File: src/rtl/tt_ctrl_pkg.sv
// Shared types and default constants for the tile mux control sequencer.
package tt_ctrl_pkg;

   localparam int DEF_Y_W         = 5;
   localparam int DEF_X_W         = 5;
   localparam int DEF_G_Y         = 24;
   localparam int DEF_G_X         = 16;
   localparam int DEF_INC_HALF    = 1;
   localparam int DEF_SEL_RST_CYC = 2;
   localparam int DEF_UM_RST_CYC  = 8;
   localparam int TMR_W           = 8;

   typedef logic [DEF_Y_W+DEF_X_W-1:0] addr_t;

   typedef enum logic [2:0] {
      IDLE,
      SEL_RST,
      INC_HI,
      INC_LO,
      UM_RST,
      RUN
   } state_t;

endpackage

File: src/rtl/tt_ctrl_timer.sv
// Loadable down-counter; zero is high while the count is 0, so a load of N-1 gives an N-cycle wait.
module tt_ctrl_timer #(
   parameter int W = 8
) (
   input  logic         clk,
   input  logic         rst,
   input  logic         load,
   input  logic [W-1:0] load_val,
   output logic         zero
);

   logic [W-1:0] cnt;

   always_ff @(posedge clk) begin
      if (rst)
         cnt <= '0;
      else if (load)
         cnt <= load_val;
      else if (cnt != '0)
         cnt <= cnt - W'(1);
   end

   assign zero = (cnt == '0);

endmodule

File: src/rtl/tt_ctrl_seq.sv
// Tile mux sequencer: reset select counter, pulse it to {y,x}, enable and reset the user module; requests only in IDLE/RUN.
// Define TT_CTRL_SEQ_SHORTCUT_EN to step forward from RUN without a select-counter reset.
module tt_ctrl_seq
   import tt_ctrl_pkg::*;
#(
   parameter int Y_W         = DEF_Y_W,
   parameter int X_W         = DEF_X_W,
   parameter int G_Y         = DEF_G_Y,
   parameter int G_X         = DEF_G_X,
   parameter int INC_HALF    = DEF_INC_HALF,
   parameter int SEL_RST_CYC = DEF_SEL_RST_CYC,
   parameter int UM_RST_CYC  = DEF_UM_RST_CYC
) (
   input  logic               clk,
   input  logic               rst,
   input  logic               req_valid,
   output logic               req_ready,
   input  logic [Y_W-1:0]     req_y,
   input  logic [X_W-1:0]     req_x,
   output logic               ctrl_sel_rst_n,
   output logic               ctrl_sel_inc,
   output logic               ctrl_ena,
   output logic               um_rst_n,
   output logic [Y_W+X_W-1:0] cur_addr,
   output logic               busy,
   output logic               done,
   output logic               err
);

   localparam int A_W = Y_W + X_W;
   localparam logic [Y_W:0] G_Y_L = (Y_W+1)'(G_Y);
   localparam logic [X_W:0] G_X_L = (X_W+1)'(G_X);

   state_t             state, state_nxt;
   logic [A_W-1:0]     target;
   logic [A_W-1:0]     req_addr;
   logic               accept, bad_req, out_of_range;
   logic               tmr_load, tmr_zero;
   logic [TMR_W-1:0]   tmr_val;

   assign req_addr     = {req_y, req_x};
   assign out_of_range = ({1'b0, req_y} >= G_Y_L) || ({1'b0, req_x} >= G_X_L);

   tt_ctrl_timer #(.W(TMR_W)) u_timer (
      .clk      (clk),
      .rst      (rst),
      .load     (tmr_load),
      .load_val (tmr_val),
      .zero     (tmr_zero)
   );

   always_comb begin
      state_nxt = state;
      tmr_load  = 1'b0;
      tmr_val   = '0;
      accept    = 1'b0;
      bad_req   = 1'b0;
      case (state)
         IDLE, RUN: begin
            if (req_valid) begin
               if (out_of_range) begin
                  bad_req = 1'b1;
               end else begin
                  accept = 1'b1;
`ifdef TT_CTRL_SEQ_SHORTCUT_EN
                  if (state == RUN && req_addr >= cur_addr) begin
                     tmr_load = 1'b1;
                     if (req_addr == cur_addr) begin
                        state_nxt = UM_RST;
                        tmr_val   = TMR_W'(UM_RST_CYC - 1);
                     end else begin
                        state_nxt = INC_HI;
                        tmr_val   = TMR_W'(INC_HALF - 1);
                     end
                  end else begin
                     state_nxt = SEL_RST;
                     tmr_load  = 1'b1;
                     tmr_val   = TMR_W'(SEL_RST_CYC - 1);
                  end
`else
                  state_nxt = SEL_RST;
                  tmr_load  = 1'b1;
                  tmr_val   = TMR_W'(SEL_RST_CYC - 1);
`endif
               end
            end
         end
         SEL_RST: begin
            if (tmr_zero) begin
               tmr_load = 1'b1;
               if (target != '0) begin
                  state_nxt = INC_HI;
                  tmr_val   = TMR_W'(INC_HALF - 1);
               end else begin
                  state_nxt = UM_RST;
                  tmr_val   = TMR_W'(UM_RST_CYC - 1);
               end
            end
         end
         INC_HI: begin
            if (tmr_zero) begin
               state_nxt = INC_LO;
               tmr_load  = 1'b1;
               tmr_val   = TMR_W'(INC_HALF - 1);
            end
         end
         INC_LO: begin
            if (tmr_zero) begin
               tmr_load = 1'b1;
               if (cur_addr == target) begin
                  state_nxt = UM_RST;
                  tmr_val   = TMR_W'(UM_RST_CYC - 1);
               end else begin
                  state_nxt = INC_HI;
                  tmr_val   = TMR_W'(INC_HALF - 1);
               end
            end
         end
         UM_RST: begin
            if (tmr_zero)
               state_nxt = RUN;
         end
         default: state_nxt = IDLE;
      endcase
   end

   // cur_addr mirrors the external select counter: cleared with it, bumped on each falling inc edge
   always_ff @(posedge clk) begin
      if (rst) begin
         state    <= IDLE;
         target   <= '0;
         cur_addr <= '0;
         done     <= 1'b0;
         err      <= 1'b0;
      end else begin
         state <= state_nxt;
         done  <= (state_nxt == RUN) && (state != RUN);
         err   <= bad_req;
         if (accept)
            target <= req_addr;
         if (state_nxt == SEL_RST)
            cur_addr <= '0;
         else if (state == INC_HI && state_nxt == INC_LO)
            cur_addr <= cur_addr + A_W'(1);
      end
   end

   assign req_ready      = (state == IDLE) || (state == RUN);
   assign busy           = !req_ready;
   assign ctrl_sel_rst_n = (state != IDLE) && (state != SEL_RST);
   assign ctrl_sel_inc   = (state == INC_HI);
   assign ctrl_ena       = (state == UM_RST) || (state == RUN);
   assign um_rst_n       = (state == RUN);

endmodule
File: config.mk
export PLATFORM = sky130hd
export DESIGN_NAME = tt_ctrl_seq
export DESIGN_NICKNAME = d
export VERILOG_FILES = /design/src/rtl/tt_ctrl_pkg.sv /design/src/rtl/tt_ctrl_timer.sv /design/src/rtl/tt_ctrl_seq.sv
export SDC_FILE = /design/constraint.sdc
export NUM_CORES = 1
export LEC_CHECK = 0
export ABC_CLOCK_PERIOD_IN_PS = 2550
export BUFFER_PORTS_ARGS = -buffer_cell sky130_fd_sc_hd__buf_4
export CORE_ASPECT_RATIO = 1.75
export CORE_UTILIZATION = 55
export DETAILED_ROUTE_END_ITERATION = 6
export PLACE_DENSITY = 0.79
export SLEW_MARGIN = 10
export SYNTH_ARGS = -nofsm -noshare
export SYNTH_HDL_FRONTEND = slang
export SYNTH_SLANG_ARGS = --single-unit
export TNS_END_PERCENT = 5
File: constraint.sdc
create_clock -name clk -period 2.55 [get_ports clk]
set_input_delay 0.255 -clock clk [delete_from_list [all_inputs] [get_ports clk]]
set_output_delay 0.255 -clock clk [all_outputs]
set_load 0.02 [all_outputs]
==> summary.md <==
| Metric | Value |
|---|---|
| Final #Nets | 251 |
| Hold Crit Class | input pin to flop |
| Antenna viol nets, final | 0 |
| Worst-path clk slew | 0.07 ns |
| Non-filler cells, final | 279 |
| Minimum clock period | 2.27 ns |
| Final setup TNS | 0 ns |
| Syn nets | 222 |
| CTS Hold Bufs | 0 |
| Antenna violations before repair | 0 |
| Avg Inst Size Synth | 8.46 sq um |
| GR met3 Demand/Resource | 4.98% |
| Internal power | 1.06 mW |
| Worst-case clock buffer depth | 2 |
| Dominant synthesized flop cell | dfxtp_1 |
| Die width | 44.6 um |
| TritonCTS clock tree | yes |
| RSZ-0062 raised after global routing | no |
| Status | finished clean |
| # port buffers | 30 |
| P_sw | 650 uW |
| Max VDD drop | 0.000600 V |
| Leakage | 0.780 nW |
| Post-CTS Setup Bufs | 0 |
| Asr flop ratio synth | 0% |
| Flip-flop and latch count after synthesis | 33 |
| Crit path DAT | 2.40 ns |
| Number of enable flip-flop cells after synthesis | 0 |
| Final GP Congestion | 0.888 |
| Synth top cells by count | dfxtp_1, nand2_1, nor2_1, xnor2_1, a21oi_1 |
| Chip height | 76.6 um |
| Mapped Area | 0.00175 sq mm |
| Crit. End Element | flop |
| Total GRT Usage | 24.4% |
| Endpoints failing setup | 0 |
| GRT met1 Usage | 24.7% |
| Clock Tree Root | clkbuf_8 |
| Register area share after synthesis | 37.7% |
| Share of the synthesized area in the top cell type | 37.7% |
| Hpwl dp | 2850 um |
| Most numerous cell in the Yosys netlist | dfxtp_1 |
| Fraction of layout cells with a size suffix above 1 | 21.9% |
| Worst Max-Slew Pin Slew | 0.966 ns |
| Core ar. | 0.00296 sq mm |
| DRC violations left | 0 |
| Leading area contributor after synthesis | dfxtp_1 |
| Skew-Pair Late Insertion Delay | 0.28 ns |
| Largest net degree at the start of global routing | 21 |
| Die area | 0.00342 sq mm |
| Fin crit share | 89.0% |
| Starting Density | 59.1% |
| Clk_skew | 0.00523 ns |
| Vias in the first global route | 1,451 |
| Maxcap violations | 0 |
| Fmax | 441 MHz |
| Sequential Power Share | 39.5% |
| Routed WL | 3820 um |
| Top cells by area, synth | dfxtp_1, xnor2_1, nand2_1 |
| Startpoint types | flop |
| Placed cells | 271 |
| IO Count | 31 |
| Synth Instances | 207 |
| P per Cell Area | 834 mW/mm^2 |
| Slew Limit Fails | 0 |
| Post-cts repair resize count | 0 |
| Pre-antenna DRT Iters | 4 |
| Crit Path Class | flop to flop |
| Relative slew slack | 34.9% |
| CTS sink count | 33 |
| Critical Path RT | 2.68 ns |
| Synth Warn # | 0 |
| Met2 GRT Util | 44.3% |
| Drt initial violations | 28 |
| Post-layout utilization of the core | 69.4% |
| First-pass GRT wire length | 6230 um |
| Grt total ovfl | 0 |
| Row Count | 26 |
| Comb power frac | 38.9% |
| Area grow syn2layout | 17.3% |
| Unique masters post-synth | 48 |
| Busiest grt layer | met2 |
| Clock power share | 21.6% |
| Via count | 1,503 |
| Final number of hold-violating endpoints | 0 |
| Sw Share | 38.0% |
| Via-to-Cell Ratio | 5.39 |
| H-tree levels | 2 |
| Antenna cells | 0 |
| Crit Path Max Fanout | 10 |
| CTS Buf Count | 5 |
| Routed WL per cell | 13.7 um |
final timing paths:
path / startpoint / end / slack, ns / cells past startpoint
worst min-delay path: req_y[1] / target[6] / 0.22 / 3
worst max-delay path: u_timer.cnt[0] / cur_addr[2] / 0.28 / 7
worst max register to register: u_timer.cnt[0] / cur_addr[2] / 0.28 / 7
worst min register to register: target[5] / target[5] / 0.49 / 2
metrics by stage:
stage	area, sq um	hold slack, ns	worst slack [ns]	total power, mW
3_5_place_dp	1970	0.481	0.300	1.35
4_1_cts	2050	0.213	0.283	1.73
3_3_place_gp	1970	0.470	0.393	1.34
2_1_floorplan	1750	0.391	0.703	1.20
5_1_grt	2050	0.221	0.0606	1.82
6_report	2050	0.220	0.281	1.71
worst max-delay path: stages (launching register included):
cell and delay, ns:
dfxtp_1 0.40, inv_1 0.06, ha_1 0.27, nor4b_4 0.18, nand4b_2 0.22, nor2_1 0.08
o41ai_2 0.79, nor2_1 0.12
state kept, by name, summed over array words and instances (netlist names):
signal       count
cur_addr        10
target          10
err              1
u_timer.cnt      8
done             1
state            3
metal layers:
| metal | part of all wire [%] | up-vias |
|---|---|---|
| met5 | 0 | - |
| met2 | 56 | 31 |
| met3 | 2.9 | 10 |
| li1 | - | 771 |
| met1 | 39 | 691 |
| met4 | 2.6 | 0 |
area by class of cell:
cell class                      instances  area, sq um
Clock buffer                            8         80.1
Fill cell                             271          907
Inverter                                6         22.5
Multi-Input combinational cell        159         1000
Sequential cell                        33          661
Tap cell                               42         52.6
Timing Repair Buffer                   31          233
kinds of logic after synthesis:
logic type / Yosys count / share of synthesized area (%)
AND/OR/NAND/NOR: 103 / 31.7
flip-flops: 33 / 37.7
AO/OA/AOI/OAI: 30 / 12.2
XOR/XNOR: 23 / 11.5
buffers and inverters: 15 / 4.86
adder cells (fa/ha/maj): 2 / 1.43
multiplexers: 1 / 0.572
power groups by stage:
stage	sequential [mW]	combinational (mW)	clock, mW
2_1_floorplan	0.651	0.549	0
3_3_place_gp	0.684	0.655	0
3_5_place_dp	0.687	0.664	0
4_1_cts	0.675	0.668	0.382
5_1_grt	0.690	0.732	0.399
6_report	0.676	0.665	0.371
cells in the final DEF, fill, tap and decap left out, drive strengths merged, types with 6 or more instances in the layout:
cell type  instances
buf               31
nor4               9
nand2             32
nor3               7
clkbuf             8
a21oi             15
inv                6
nor2              29
dfxtp             33
xnor2             18
Note: power is estimated with default switching activity, not from simulation.
